## config.mk

```make
export PLATFORM = sky130hd
export DESIGN_NAME = lcd_write_scheduler
export DESIGN_NICKNAME = d
export VERILOG_FILES = /design/src/rtl/lcd_write_scheduler.sv
export SDC_FILE = /design/constraint.sdc
export NUM_CORES = 1
export LEC_CHECK = 0
export BUFFER_PORTS_ARGS = -buffer_cell sky130_fd_sc_hd__clkbuf_2
export CAP_MARGIN = 20
export CORE_ASPECT_RATIO = 1.4
export CORE_MARGIN = 10
export CORE_UTILIZATION = 45
export DETAILED_ROUTE_END_ITERATION = 10
export MAX_ROUTING_LAYER = met4
export PLACE_DENSITY = 0.67
export SYNTH_ARGS = -nofsm -noshare
export SYNTH_HDL_FRONTEND = slang
export SYNTH_SLANG_ARGS = --single-unit
```

## constraint.sdc

```tcl
create_clock -name clk -period 5.7 [get_ports clk]
set_clock_uncertainty 0.1 [all_clocks]
set_input_delay 0.285 -clock clk [delete_from_list [all_inputs] [get_ports clk]]
set_output_delay 0.285 -clock clk [all_outputs]
set_load 0.01 [all_outputs]
```

## src/rtl/lcd_write_scheduler.sv

```systemverilog
// rtl/lcd_write_scheduler.sv - HD44780 bus owner: power-up init, request arbitration, E timing, cursor tracking (optional macro LCD_CURSOR_TRACK_EN)
module lcd_write_scheduler #(
    parameter int POWERUP_CYC  = 20000,
    parameter int E_HIGH_CYC   = 12,
    parameter int CMD_WAIT_CYC = 2000,
    parameter int CLR_WAIT_CYC = 80000,
    parameter int CNT_W        = 24
) (
    input  logic       clk,
    input  logic       rst,
    input  logic       p0_valid,
    output logic       p0_ready,
    input  logic       p0_row,
    input  logic [3:0] p0_col,
    input  logic [7:0] p0_char,
    input  logic       p1_valid,
    output logic       p1_ready,
    input  logic       p1_row,
    input  logic [3:0] p1_col,
    input  logic [7:0] p1_char,
    input  logic       clr_valid,
    output logic       clr_ready,
    output logic       init_done,
    output logic       busy,
    output logic       lcd_e,
    output logic       lcd_rs,
    output logic       lcd_rw,
    output logic [7:0] lcd_data
);

    typedef enum logic [2:0] {
        S_PWRUP,
        S_INIT,
        S_IDLE,
        S_ADDR,
        S_CHAR,
        S_CLEAR
    } state_t;

    // Transaction timeline on cnt: 0 = setup, 1..E_HIGH_CYC = E high, then the wait phase.
    localparam logic [CNT_W-1:0] PWR_LAST = CNT_W'(POWERUP_CYC - 1);
    localparam logic [CNT_W-1:0] E_LAST   = CNT_W'(E_HIGH_CYC);
    localparam logic [CNT_W-1:0] CMD_LAST = CNT_W'(E_HIGH_CYC + CMD_WAIT_CYC);
    localparam logic [CNT_W-1:0] CLR_LAST = CNT_W'(E_HIGH_CYC + CLR_WAIT_CYC);

    state_t           state;
    state_t           state_nx;
    logic [CNT_W-1:0] cnt;
    logic [1:0]       init_idx;
    logic             rr_p1;
    logic             row_q;
    logic [3:0]       col_q;
    logic [7:0]       char_q;

    logic             in_tx;
    logic             clr_cmd;
    logic             tx_last;
    logic             pwr_last;
    logic             init_last;
    logic             grant_clr;
    logic             grant_p0;
    logic             grant_p1;
    logic             sel_row;
    logic [3:0]       sel_col;
    logic [7:0]       sel_char;
    logic             need_addr;

    assign in_tx     = state inside {S_INIT, S_ADDR, S_CHAR, S_CLEAR};
    assign clr_cmd   = (state == S_CLEAR) || ((state == S_INIT) && (init_idx == 2'd3));
    assign tx_last   = in_tx && (cnt == (clr_cmd ? CLR_LAST : CMD_LAST));
    assign pwr_last  = (state == S_PWRUP) && (cnt == PWR_LAST);
    assign init_last = (state == S_INIT) && tx_last && (init_idx == 2'd3);

    // Clear wins; between the two writers the pointer gives the port not served last time priority.
    assign grant_clr = (state == S_IDLE) && clr_valid;
    assign grant_p0  = (state == S_IDLE) && !clr_valid && p0_valid && (!p1_valid || !rr_p1);
    assign grant_p1  = (state == S_IDLE) && !clr_valid && p1_valid && (!p0_valid || rr_p1);

    assign sel_row   = grant_p1 ? p1_row  : p0_row;
    assign sel_col   = grant_p1 ? p1_col  : p0_col;
    assign sel_char  = grant_p1 ? p1_char : p0_char;

`ifdef LCD_CURSOR_TRACK_EN
    logic       cur_row;
    logic [3:0] cur_col;
    logic       cur_valid;

    assign need_addr = !(cur_valid && (cur_row == sel_row) && (cur_col == sel_col));

    // Mirror the LCD's auto-incrementing address; writing column 15 leaves it unknown.
    always_ff @(posedge clk or posedge rst) begin
        if (rst) begin
            cur_row   <= 1'b0;
            cur_col   <= 4'd0;
            cur_valid <= 1'b0;
        end else if (init_last || ((state == S_CLEAR) && tx_last)) begin
            cur_row   <= 1'b0;
            cur_col   <= 4'd0;
            cur_valid <= 1'b1;
        end else if ((state == S_CHAR) && tx_last) begin
            cur_row   <= row_q;
            cur_col   <= col_q + 4'd1;
            cur_valid <= (col_q != 4'hF);
        end
    end
`else
    assign need_addr = 1'b1;
`endif

    // State register.
    always_ff @(posedge clk or posedge rst) begin
        if (rst) begin
            state <= S_PWRUP;
        end else begin
            state <= state_nx;
        end
    end

    // Next-state selection.
    always_comb begin
        state_nx = state;
        case (state)
            S_PWRUP: if (pwr_last) state_nx = S_INIT;
            S_INIT:  if (init_last) state_nx = S_IDLE;
            S_IDLE: begin
                if (grant_clr) begin
                    state_nx = S_CLEAR;
                end else if (grant_p0 || grant_p1) begin
                    state_nx = need_addr ? S_ADDR : S_CHAR;
                end
            end
            S_ADDR:  if (tx_last) state_nx = S_CHAR;
            S_CHAR:  if (tx_last) state_nx = S_IDLE;
            S_CLEAR: if (tx_last) state_nx = S_IDLE;
            default: state_nx = S_PWRUP;
        endcase
    end

    // Timing counter, init step, round-robin pointer, captured request and grant pulses.
    always_ff @(posedge clk or posedge rst) begin
        if (rst) begin
            cnt       <= '0;
            init_idx  <= 2'd0;
            rr_p1     <= 1'b0;
            row_q     <= 1'b0;
            col_q     <= 4'd0;
            char_q    <= 8'd0;
            p0_ready  <= 1'b0;
            p1_ready  <= 1'b0;
            clr_ready <= 1'b0;
            init_done <= 1'b0;
        end else begin
            p0_ready  <= grant_p0;
            p1_ready  <= grant_p1;
            clr_ready <= grant_clr;

            if (tx_last || pwr_last || (state == S_IDLE)) begin
                cnt <= '0;
            end else begin
                cnt <= cnt + 1'b1;
            end

            if ((state == S_INIT) && tx_last) begin
                init_idx <= init_idx + 2'd1;
            end
            if (init_last) begin
                init_done <= 1'b1;
            end

            if (grant_p0) begin
                rr_p1 <= 1'b1;
            end else if (grant_p1) begin
                rr_p1 <= 1'b0;
            end

            if (grant_p0 || grant_p1) begin
                row_q  <= sel_row;
                col_q  <= sel_col;
                char_q <= sel_char;
            end
        end
    end

    // Bus byte for the current transaction; held constant for its whole length.
    always_comb begin
        lcd_data = 8'h00;
        case (state)
            S_INIT: begin
                case (init_idx)
                    2'd0:    lcd_data = 8'h3C;
                    2'd1:    lcd_data = 8'h0C;
                    2'd2:    lcd_data = 8'h06;
                    default: lcd_data = 8'h01;
                endcase
            end
            S_ADDR:  lcd_data = {1'b1, row_q, 2'b00, col_q};
            S_CHAR:  lcd_data = char_q;
            S_CLEAR: lcd_data = 8'h01;
            default: lcd_data = 8'h00;
        endcase
    end

    assign lcd_e  = in_tx && (cnt != '0) && (cnt <= E_LAST);
    assign lcd_rs = (state == S_CHAR);
    assign lcd_rw = 1'b0;
    assign busy   = (state != S_IDLE);

endmodule

```

==> summary.md <==
| Metric | Value |
|---|---|
| Synthesis warning total | 0 |
| TNS Setup | 0 ns |
| Endpoint class of the critical path | flip-flop |
| Setup bufs post-CTS | 0 |
| Std-Cell Rows | 33 |
| Max VDD drop | 0.119 mV |
| CP bufs+invs | 2 |
| Post-synth EDFFs | 0 |
| Kind of critical path | flip-flop to flip-flop |
| CTS root buf | clkbuf_8 |
| Post-route minimum period | 2.80 ns |
| Crit-path cells | inv_1 > nor3_2 > inv_1 > nor2_2 > o21a_1 > a2bb2oi_1 |
| Gate Count Post-Synth | 313 |
| Final Cell Area | 3160 sq um |
| I/O Buffers | 45 |
| Critical path arrival | 2.92 ns |
| Startpoint types | flip-flop |
| Power Density | 203 nW/um^2 |
| Core Region | 5950 sq um |
| Slew headroom | 0.507 |
| DIE AREA | 9810 sq um |
| Grt ovf | 0 |
| Placed insts | 404 |
| RSZ-0062 raised after global routing | no |
| Num CTS Buffers | 5 |
| Clk sinks | 47 |
| CP max FO | 17 |
| DRT iter0 DRCs | 124 |
| Max incr delay on CP | 0.66 ns |
| # diodes | 0 |
| Tightest Pin Transition | 0.738 ns |
| Layout Cells excl Fill | 415 |
| Yosys reg bits | 47 |
| Placed Area | 3010 sq um |
| CP top delay family | simple AND/OR/NAND/NOR gates |
| Largest net degree at the start of global routing | 48 |
| Asr flop ratio synth | 1.00 |
| Top_reg_cell synth | dfrtp_1 |
| Max cap viols | 0 |
| IO Pins | 47 |
| Htree depth | 2 |
| Final HPWL DP | 4850 um |
| Post-route core utilization | 0.532 |
| Clock-pin slew on the worst setup and hold paths | 0.09 ns |
| GRT Overall Usage | 0.133 |
| Slew Limit Fails | 0 |
| Synth cell types | 47 |
| Count of final hold-check violations | 0 |
| Mean post-synth cell area | 8.93 sq um |
| First-pass GRT wire length | 10700 um |
| Avg WL per Cell | 15.8 um |
| Final ANT Viol Nets | 0 |
| Layout overhead on the synthesized area | 13.1% |
| CTS tree | done |
| Worst-Skew Late Latency | 0.30 ns |
| Final setup viols | 0 |
| Layout cell share with drive strength beyond 1 | 0.174 |
| Status | completed |
| WL final | 6540 um |
| CP max-delay cell | dfrtp_1 |
| Final #Nets | 383 |
| Vias in the first global route | 2187 |
| Die Wd | 86.6 um |
| CTS max path bufs | 2 |
| Seq/Total Area, Yosys | 0.421 |
| Synthesized area | 2800 sq um |
| Drc violations | 0 |
| Synth Net Count | 352 |
| Initial core utilization | 0.470 |
| Pre-Repair DR Iteration Count | 4 |
| Gp weighted congestion | 0.844 |
| Fmax achieved | 357 MHz |
| Drt via density | 5.68 |
| Tcrit/Tclk final | 0.492 |
| Leakage | 1.45 nW |
| Min-Delay Path Class | input pin to flip-flop |
| Chip height | 113 um |
| Via count | 2359 |
| PnR Total Power | 0.000641 W |
| Critical Path RT | 5.82 ns |
| Cell repeated most along the worst path | inv_1 |
| Initial antenna violation count | 0 |
[power by group]
group,internal (W),switching (W)
sequential,0.000340,0.00000448
clock,0.000133,0.000118
combinational,0.0000215,0.0000234
[logic make-up after synthesis]
logic type / synth area share
AO/OA/AOI/OAI: 0.184
multiplexers: 0.0112
adder cells (fa/ha/maj): 0.0358
buffers and inverters: 0.0537
AND/OR/NAND/NOR: 0.230
other: 0.00134
flip-flops: 0.421
XOR/XNOR: 0.0626
[path summary, 6_finish.rpt]
| path | startpoint | endpoint | slack [ns] | cells past startpoint |
|---|---|---|---|---|
| max | state[1] | char_q[2] | 2.90 | 6 |
| min | clr_valid | p0_ready | 0.15 | 2 |
| max reg2reg | state[1] | char_q[2] | 2.90 | 6 |
| min reg2reg | init_done | init_done | 0.37 | 1 |
| max in group asynchronous | rst | col_q[0] | 4.77 | 4 |
| min in group asynchronous | rst | init_idx[0] | 0.28 | 3 |
[Yosys cell counts, types with 2 or more instances]
master	n	share of area
or4_1	2	0.0054
a2bb2oi_1	13	0.041
nand4_1	6	0.013
xnor2_1	12	0.038
nand3_1	11	0.020
and4_1	2	0.0063
o31ai_1	2	0.0054
and3_1	5	0.011
nor4_1	10	0.022
a21oi_1	17	0.030
or3_1	4	0.0089
ha_1	8	0.036
clkbuf_1	17	0.023
nor2_1	22	0.030
nor3_1	12	0.021
inv_1	11	0.015
buf_2	5	0.0089
o21a_1	3	0.0081
o21ai_0	20	0.036
dfrtp_1	47	0.42
o211ai_1	2	0.0054
a21o_1	4	0.011
nand3b_1	13	0.035
a211o_1	2	0.0063
xor2_1	8	0.025
a211oi_1	7	0.019
mux2i_1	2	0.0072
buf_4	2	0.0054
nand2_1	26	0.035
[per-stage QoR]
| step | setup WS (ns) | hold WS, ns |
|---|---|---|
| 2_1_floorplan | 3.39 | 0.258 |
| 3_3_place_gp | 2.99 | 0.348 |
| 3_5_place_dp | 2.92 | 0.351 |
| 4_1_cts | 2.89 | 0.129 |
| 5_1_grt | 2.62 | 0.133 |
| 6_report | 2.90 | 0.148 |
[timing repair]
item                                   4_1_cts  5_1_grt
endpoints found under the hold margin        0       47
gates resized for setup                      0        0
setup endpoints to repair                    0        0
hold buffers                                 0        1
[sequential cells by signal, summed over array words and instances, names as in the netlist]
register	flops
char_q	8
init_done	1
rr_p1	1
p0_ready	1
init_idx	2
state	3
cnt	24
p1_ready	1
col_q	4
row_q	1
clr_ready	1
[cell usage in the layout, fill, tap and decap left out, types with 6 or more instances in the layout]
cell and instances:
clkbuf_2 45, a211oi_1 7, nand4_1 6, xor2_1 8, a21oi_1 17, nand3_1 11, o21ai_0 20, ha_1 8
nand2_1 26, xnor2_1 12, inv_1 10, a2bb2oi_1 13, dfrtp_1 47, nor2_1 22, nand3b_1 13, nor3_1 12
nor4_1 10
[layer usage]
metal | vias to the layer above | wire (um) | track usage
met3 | 5 | 400 | 0.0409
met4 | 0 | 61 | 0.0347
li1 | 1181 | - | -
met2 | 67 | 3240 | 0.221
met5 | - | 0 | -
met1 | 1106 | 2840 | 0.151
[layout make-up]
class,instances,area (sq um)
well taps,70,87.6
clock buffers,5,68.8
fillers,571,2780
multi-input cells,230,1470
repair buffers,49,270
inverters,11,41.3
flip-flops and latches,47,1180
clock inverters,3,47.5
Power figures use the tool's default switching activity.
